### config.mk
export PLATFORM = sky130hd
export DESIGN_NAME = bsg_dll_lock_ctrl
export DESIGN_NICKNAME = d
export VERILOG_FILES = /design/src/rtl/bsg_chip_pkg.sv /design/src/rtl/bsg_dll_lock_timer.sv /design/src/rtl/bsg_dll_lock_ctrl.sv
export SDC_FILE = /design/constraint.sdc
export NUM_CORES = 1
export LEC_CHECK = 0
export BUFFER_PORTS_ARGS = -buffer_cell sky130_fd_sc_hd__buf_2
export CELL_PAD_IN_SITES_DETAIL_PLACEMENT = 1
export CELL_PAD_IN_SITES_GLOBAL_PLACEMENT = 2
export CORE_ASPECT_RATIO = 1.2
export CORE_MARGIN = 2
export CORE_UTILIZATION = 36
export CTS_CLUSTER_DIAMETER = 50
export DETAILED_ROUTE_END_ITERATION = 16
export HOLD_SLACK_MARGIN = 0.15
export PLACE_DENSITY = 0.87
export SYNTH_ARGS = -nofsm -noshare
export SYNTH_HDL_FRONTEND = slang
export SYNTH_SLANG_ARGS = --single-unit
export TNS_END_PERCENT = 5
### constraint.sdc
create_clock -name clk_i -period 3.02 [get_ports clk_i]
set_input_delay 0.151 -clock clk_i [delete_from_list [all_inputs] [get_ports clk_i]]
set_output_delay 0.151 -clock clk_i [all_outputs]
set_load 0.01 [all_outputs]
### src/rtl/bsg_chip_pkg.sv
// Shared chip-level widths and types for the DLL
// oscillator and its closed-loop lock controller.
package bsg_chip_pkg;

  localparam int osc_ds_width_gp    = 2;
  localparam int osc_ctl_width_gp   = 2;
  localparam int osc_code_width_gp  =
    osc_ds_width_gp + osc_ctl_width_gp;
  localparam int div_count_width_gp = 8;

  typedef enum logic [2:0] {
    e_dll_idle,
    e_dll_apply,
    e_dll_settle,
    e_dll_meas,
    e_dll_decide,
    e_dll_track_wait
  } bsg_dll_lock_state_e;

  typedef enum logic {
    e_dll_sar,
    e_dll_track
  } bsg_dll_lock_phase_e;

  function automatic int max_int(int a, int b);
    return (a > b) ? a : b;
  endfunction

endpackage

### src/rtl/bsg_dll_lock_timer.sv
// Loadable down-counter shared by the settle and
// tracking-interval waits of the DLL lock controller.
module bsg_dll_lock_timer #(
  parameter int width_p = 8
) (
  input  logic               clk_i,
  input  logic               reset_n_i,
  input  logic               load_i,
  input  logic [width_p-1:0] load_val_i,
  input  logic               dec_i,
  output logic               zero_o
);

  logic [width_p-1:0] cnt_r;

  // High on the cycle whose decrement brings the count to zero
  assign zero_o = (cnt_r <= width_p'(1));

  always_ff @(posedge clk_i or negedge reset_n_i) begin
    if (!reset_n_i) begin
      cnt_r <= '0;
    end else if (load_i) begin
      cnt_r <= load_val_i;
    end else if (dec_i && (cnt_r != '0)) begin
      cnt_r <= cnt_r - width_p'(1);
    end
  end

endmodule

### src/rtl/bsg_dll_lock_ctrl.sv
// DLL lock controller: 4-bit SAR search of the oscillator
// code onto a target count, then +/-1 drift tracking.
module bsg_dll_lock_ctrl
  import bsg_chip_pkg::*;
#(
  parameter int count_width_p    = div_count_width_gp,
  parameter int settle_cycles_p  = 16,
  parameter int track_interval_p = 64,
  parameter int tol_p            = 2
) (
  input  logic                        clk_i,
  input  logic                        reset_n_i,
  input  logic                        en_i,
  input  logic [count_width_p-1:0]    target_i,
  output logic                        meas_req_o,
  input  logic                        meas_v_i,
  input  logic [count_width_p-1:0]    meas_count_i,
  output logic [osc_ds_width_gp-1:0]  osc_ds_o,
  output logic [osc_ctl_width_gp-1:0] osc_ctl_o,
  output logic                        osc_trigger_o,
  output logic                        lock_o,
  output logic                        sat_o
);

  localparam int tmr_width_lp =
    $clog2(max_int(settle_cycles_p, track_interval_p)) + 1;
  localparam int cw1_lp = count_width_p + 1;
  localparam int bit_width_lp = $clog2(osc_code_width_gp);
  localparam logic [cw1_lp-1:0] tol_lp = cw1_lp'(tol_p);

  typedef logic [osc_code_width_gp-1:0] code_t;
  typedef logic [bit_width_lp-1:0] bit_t;

  bsg_dll_lock_state_e state_r, state_n;
  bsg_dll_lock_phase_e phase_r, phase_n;
  code_t code_r, code_n;
  bit_t bit_r, bit_n;
  logic [count_width_p-1:0] count_r, count_n;
  logic lock_r, lock_n;
  logic sat_r, sat_n;

  logic tmr_load, tmr_dec, tmr_zero;
  logic [tmr_width_lp-1:0] tmr_val;
  logic fast, slow;

  bsg_dll_lock_timer #(
    .width_p(tmr_width_lp)
  ) timer (
    .clk_i     (clk_i),
    .reset_n_i (reset_n_i),
    .load_i    (tmr_load),
    .load_val_i(tmr_val),
    .dec_i     (tmr_dec),
    .zero_o    (tmr_zero)
  );

  // One extra bit so target+tol and count+tol never wrap
  assign fast = {1'b0, count_r} > ({1'b0, target_i} + tol_lp);
  assign slow = ({1'b0, count_r} + tol_lp) < {1'b0, target_i};

  always_comb begin
    state_n  = state_r;
    phase_n  = phase_r;
    code_n   = code_r;
    bit_n    = bit_r;
    count_n  = count_r;
    sat_n    = sat_r;
    lock_n   = (phase_r == e_dll_track) ? lock_r : 1'b0;
    tmr_load = 1'b0;
    tmr_dec  = 1'b0;
    tmr_val  = tmr_width_lp'(settle_cycles_p);
    if (!en_i) begin
      state_n = e_dll_idle;
      lock_n  = 1'b0;
    end else begin
      unique case (state_r)
        e_dll_idle: begin
          code_n  = code_t'(1) << (osc_code_width_gp - 1);
          bit_n   = bit_t'(osc_code_width_gp - 1);
          phase_n = e_dll_sar;
          sat_n   = 1'b0;
          lock_n  = 1'b0;
          state_n = e_dll_apply;
        end
        e_dll_apply: begin
          tmr_load = 1'b1;
          state_n  = e_dll_settle;
        end
        e_dll_settle: begin
          tmr_dec = 1'b1;
          if (tmr_zero) state_n = e_dll_meas;
        end
        e_dll_meas: begin
          if (meas_v_i) begin
            count_n = meas_count_i;
            state_n = e_dll_decide;
          end
        end
        e_dll_decide: begin
          if (phase_r == e_dll_sar) begin
            if (count_r < target_i) code_n[bit_r] = 1'b0;
            if (bit_r != '0) begin
              code_n[bit_r - bit_t'(1)] = 1'b1;
              bit_n   = bit_r - bit_t'(1);
              state_n = e_dll_apply;
            end else begin
              phase_n  = e_dll_track;
              state_n  = e_dll_track_wait;
              tmr_load = 1'b1;
              tmr_val  = tmr_width_lp'(track_interval_p);
            end
          end else begin
            lock_n   = !(fast || slow);
            state_n  = e_dll_track_wait;
            tmr_load = 1'b1;
            tmr_val  = tmr_width_lp'(track_interval_p);
            if (fast) begin
              if (code_r != '1) begin
                code_n   = code_r + code_t'(1);
                state_n  = e_dll_apply;
                tmr_load = 1'b0;
              end else begin
                sat_n = 1'b1;
              end
            end else if (slow) begin
              if (code_r != '0) begin
                code_n   = code_r - code_t'(1);
                state_n  = e_dll_apply;
                tmr_load = 1'b0;
              end else begin
                sat_n = 1'b1;
              end
            end
          end
        end
        e_dll_track_wait: begin
          tmr_dec = 1'b1;
          if (tmr_zero) state_n = e_dll_meas;
        end
        default: state_n = e_dll_idle;
      endcase
    end
  end

  always_ff @(posedge clk_i or negedge reset_n_i) begin
    if (!reset_n_i) begin
      state_r <= e_dll_idle;
      phase_r <= e_dll_sar;
      code_r  <= '0;
      bit_r   <= '0;
      count_r <= '0;
      lock_r  <= 1'b0;
      sat_r   <= 1'b0;
    end else begin
      state_r <= state_n;
      phase_r <= phase_n;
      code_r  <= code_n;
      bit_r   <= bit_n;
      count_r <= count_n;
      lock_r  <= lock_n;
      sat_r   <= sat_n;
    end
  end

  assign {osc_ds_o, osc_ctl_o} = code_r;
  assign meas_req_o    = (state_r == e_dll_meas);
  assign osc_trigger_o = (state_r == e_dll_apply);
  assign lock_o        = lock_r;
  assign sat_o         = sat_r;

endmodule

# After elaboration in Yosys (flattened, before gate mapping)

Index checks and enable logic that the tools add are counted.

$add $sub $neg: 6
Order comparisons: 8
Eq/ne operators: 17
Mux-type cells: 56
Bitwise logic cells: 3
Reductions and logical operators: 18

Operators with widths:

| cell                                                           | number |
|---|---|
| 2-to-1 mux 7 bit                                               | 6 |
| 2-to-1 mux 4 bit                                               | 10 |
| 2-to-1 mux 3 bit                                               | 9 |
| 2-to-1 mux 1 bit                                               | 20 |
| adder 8 x 2 -> 9 bit, second input constant                    | 2 |
| != test 4 bit, second input constant                           | 4 |
| case mux 3 bit (5 select lines)                                | 1 |
| greater-than comparator 8 x 9 -> 1 bit                         | 1 |
| < comparator 9 x 8 -> 1 bit                                    | 1 |
| != test 3 bit, second input constant                           | 3 |
| < comparator 8 bit                                             | 1 |
| case mux 1 bit (2 select lines)                                | 4 |
| case mux 4 bit (2 select lines)                                | 1 |
| less-or-equal comparator 7 x 1 -> 1 bit, second input constant | 1 |
| nonzero test 7 bit                                             | 1 |
| subtractor 7 x 1 -> 7 bit, second input constant               | 1 |
| equality test 3 x 2 -> 1 bit, second input constant            | 2 |
| equality test 3 bit, second input constant                     | 2 |
| < comparator 2 x 3 -> 1 bit, second input constant             | 2 |
| != test 2 bit, second input constant                           | 3 |
| != test 3 x 2 -> 1 bit, second input constant                  | 2 |
| AND reduction 6 bit                                            | 1 |
| nonzero test 2 bit                                             | 3 |
| AND reduction 5 bit                                            | 1 |
| other kinds (20)                                               | 26 |

Register bits: 27
Bits of input ports: 20
Output and inout bits: 8
Word-level logic and storage cells: 116

# Logic depth before layout (Yosys ltp)

Word-level depth: 14
Depth in mapped cells: 17
Depth with buffers taken out: 16

# Modules after synthesis

From an unflattened synthesis, not the netlist that was laid out.

Cells, all modules: 280
Area total of the unflattened synthesis: 2,442.3 µm²

By module, submodules not included:

| module             | times used | cells each | area an instance (µm²) | seq. area each (µm²) |
|---|---|---|---|---|
| bsg_dll_lock_ctrl  | 1          | 223        | 1,953.1                | 500.5 |
| bsg_dll_lock_timer | 1          | 57         | 489.2                  | 175.2 |

# Worst setup path before layout

Ideal clock, no wire load.

Path type: input to register
From: input target_i[1]
To: register code_r[3]
Library setup time: 0.094 ns
Arrival time: 2.890 ns
Data required time: 2.926 ns
Setup slack: 0.037 ns
Cell stages on the path: 15
Buffers on the path: 1
Cell sequence: ha_1 and3_1 nand3_1 xnor2_1 ha_1 nand3_1 a211o_1 or2_1 buf_6 ha_1 a21o_1 a21oi_1 xnor2_1 a32o_1 a211oi_1

Word-level cells in the longest chain between the ends: 9
Elaborated cells on any way between the ends: 17
Those cells by class: 1 x add/sub; 3 x order compare; 3 x eq/ne; 8 x mux; 1 x bitwise; 1 x reduce/logical

Ends and longest elaborated chain:

| what                                                         | RTL line                 | RTL |
|---|---|---|
| start: declaration                                           | bsg_dll_lock_ctrl.sv:14  | `input logic [count_width_p-1:0] target_i,` |
| branches (longest 9 deep; another with adder 8 x 2 -> 9 bit) | --                       |  |
| end signal: assignment                                       | bsg_dll_lock_ctrl.sv:157 | `code_r <= code_n;` |
| end: declaration                                             | bsg_dll_lock_ctrl.sv:36  | `code_t code_r, code_n;` |

Several ways; the timed one is not identified. The select of a mux whose other input is x is not followed.
A chain may end at the register's enable or synchronous reset.

# Worst setup path in the final report

From: input target_i[2]
To: register code_r[3]

Same word-level chain as after synthesis.

==> metrics.md <==
| Metric | Value |
|---|---|
| EDFF count, synth | `0` |
| Ys async rst share | `100%` |
| Placement Rows | `32` |
| Gate power share | `just under 60%` |
| Final setup fails | `0` |
| CTS Root Cell | `clkbuf_8` |
| WP data required | `between 3000 and 4000 ps` |
| Global-route total usage across every layer | `between 10% and 20%` |
| Share of post-route cells with drive strength above 1 | `between 20% and 30%` |
| Max cap viols | `0` |
| Cell-internal power | `around 1.2 mW` |
| Clock Power Share | `10.3%` |
| Synth Cell Area | `2340 sq um` |
| Initial Util | `a little under two fifths` |
| Worst slew pin tran | `roughly 790 ps` |
| Die area | `just over 7000 sq um` |
| Diodes inserted | `0` |
| Cells after Synth | `264` |
| Most common cell in the netlist | `ha_1` |
| CTS sink cnt | `27` |
| Reg area | `between 600 and 700 sq um` |
| Worst-Skew Late Latency | `approximately 280 ps` |
| CP Launch Type | `input pin` |
| DRT iter0 DRCs | `50` |
| Total grt overflow | `0` |
| Max-slew headroom | `47.1%` |
| Fill count | `approximately 770` |
| Initial antenna violation count | `0` |
| Mapped Nets | `317` |
| Vias in the first global route | `around 2300` |
| Detailed Place HPWL | `5080 um` |
| Final hold vios | `0` |
| Sequential-to-total area share from yosys stat | `between 20% and 30%` |
| Final min period | `2870 ps` |
| First-pass GRT wire length | `roughly 11000 um` |
| Final wirelength | `6470 um` |
| DP Area | `2710 sq um` |
| Drt via density | `5.27` |
| Cell variety after synth | `50` |
| Post-route ant nets | `0` |
| Reg power frac | `between 30% and 40%` |
| GPL Wtd Cong | `roughly 0.76` |
| Crit path kind | `in -> reg` |
| Die width | `between 70 and 80 um` |
| Worst hold path type | `in -> reg` |
| Post-synth top cells | `ha_1, dfrtp_1, nor2_1` |
| Port buffer count | `27` |
| Drt drc | `0` |
| Clock tree buffer depth | `2` |
| CTS Buf Count | `3` |
| Synth top area share | `just under 30%` |
| CP arrival | `a little over 3000 ps` |
| Yosys Warn Count | `0` |
| CTS tree | `done` |
| Power Density | `about 730 nW/um^2` |
| Worst Clk Skew | `between 2 and 3 ps` |
| Leakage | `between 1 and 1.5 nW` |
| Die Height | `around 92 um` |
| Pre-antenna DRT Iters | `4` |
| Crit Path Max Fanout | `4` |
| Max Transition Viols Final | `0` |
| Area occupied by multi-input gates | `roughly 1600 sq um` |
| CTS clk-pin slew, worst paths | `100 ps` |
| Routed len/inst | `~16 um` |
| Status | `completed` |
| Post-route cell area | `2880 sq um` |
| Syn_area_per_cell | `between 8 and 9 sq um` |
| Sw frac | `between 40 and 50%` |
| Pin count of the biggest net entering global routing | `28` |
| Switching power | `0.929 mW` |
| Yosys top cell by area | `dfrtp_1` |
| Final #Nets | `374` |
| H-tree depth | `1` |
| Vias post-DR | `roughly 2100` |
| Post-synth top flop | `dfrtp_1` |
| Flops & latches, synth | `27` |
| Area grow syn2layout | `23.1%` |
| Setup bufs post-CTS | `0` |
| Total Power | `between 2 and 2.5 mW` |
| Critical Path End Type | `register` |
| VDD IR max | `~290 uV` |
| Fmax achieved | `approximately 350 MHz` |
| Period utilisation layout | `a little over nine tenths` |
| Most area-consuming cells after synthesis | `dfrtp_1, ha_1, xnor2_1, o21ai_0, mux2_2` |
| Top-level I/O count | `28` |
| Core Region | `about 6400 sq um` |
==> cells in the final DEF (no fill, tap or decap), types with 4 or more instances in the layout <==
master | netlist | routed
ha_1 | 32 | 31
dfrtp_1 | 27 | 27
buf_2 | 0 | 27
nor2_1 | 20 | 20
buf_4 | 0 | 20
inv_1 | 18 | 18
nand2_1 | 18 | 18
o21ai_0 | 18 | 17
a21oi_1 | 17 | 16
nand3_1 | 14 | 14
xnor2_1 | 13 | 13
nor3_1 | 11 | 10
dlygate4sd3_1 | 0 | 9
mux2_2 | 8 | 8
and3_1 | 5 | 4
nand4_1 | 4 | 4
xor2_1 | 4 | 4
o211ai_1 | 4 | 4
==> area by class of cell <==
cell class	instances	area share (%)
Clock inverter	1	0.174
Tap cell	85	3.70
Timing Repair Buffer	56	13.0
Sequential cell	27	23.5
Inverter	21	2.74
Multi-Input combinational cell	212	55.4
Clock buffer	3	1.43
==> metrics by stage <==
step / hold WS [ps] / setup WS, ps / utilization, % / setup TNS (ps) / std cells
after floorplan: -145 / 36.6 / - / 0 / 264
after global placement: 217 / -103 / 42.5 / -129 / 392
after detailed placement: 218 / -191 / 42.5 / -294 / 392
after CTS: 194 / 94.5 / 44.7 / 0 / 405
after global routing: 230 / -36.7 / 45.2 / -36.7 / 405
final: 199 / 155 / 45.2 / 0 / 405
==> logic make-up after synthesis <==
family / share of synthesized area (%)
compound gates: 18.0
xor+xnor: 6.37
buf+inv: 4.33
flops: 28.9
fa+ha+maj: 18.0
simple gates: 19.0
mux: 5.35
==> power by group through the flow <==
| stage | Clock [mW] | Sequential, mW | Combinational, mW |
|---|---|---|---|
| after floorplan | 0 | 0.592 | 0.825 |
| after detailed placement | 0 | 0.639 | 1.21 |
| final | 0.217 | 0.634 | 1.26 |
| after CTS | 0.225 | 0.632 | 1.23 |
| after global routing | 0.236 | 0.655 | 1.43 |
| after global placement | 0 | 0.631 | 1.17 |
==> metal layers <==
layer / routed length [um] / vias to the layer above / GRT usage, %
met5: 0 / - / 0
met4: 108 / 0 / 6.25
met3: 71 / 6 / 1.27
met2: 3360 / 19 / 35.4
met1: 2930 / 1044 / 23.5
li1: - / 1065 / -
==> registers in the layout, summed over array words and instances, names as in the netlist <==
register     flops
timer.cnt_r      7
code_r           4
state_r          3
sat_o            1
bit_r            2
lock_o           1
phase_r          1
count_r          8
==> path summary, 6_finish.rpt <==
path / from / to / slack, ps / depth (start not counted)
worst max-delay path: target_i[2] / code_r[3]$_DFFE_PN0P_ / 150 / 15
worst min-delay path: en_i / timer.cnt_r[4]$_DFFE_PN0P_ / 200 / 3
worst max register to register: count_r[5]$_DFFE_PN0P_ / state_r[2]$_DFFE_PN0P_ / 190 / 12
worst min register to register: count_r[0]$_DFFE_PN0P_ / count_r[0]$_DFFE_PN0P_ / 540 / 1
max in group asynchronous: reset_n_i / code_r[3]$_DFFE_PN0P_ / 2200 / 2
min in group asynchronous: reset_n_i / bit_r[0]$_DFFE_PN0P_ / 410 / 2
==> critical path, cell delays in order <==
cell and delay (ps):
buf_2 100, ha_1 170, and3_4 200, nand3_1 90
xnor2_1 130, ha_1 290, nand3_1 110, a211o_1 320
or2_4 250, ha_1 270, a21o_1 190, a21oi_2 190
xnor2_1 90, a32o_1 250, a211oi_1 230
==> repair_timing <==
action,CTS,global route
endpoints found under the hold margin,35,0
hold buffers,9,0
setup endpoints to repair,0,4
resized for setup,0,7
Note: power is estimated with default switching activity, not from simulation.
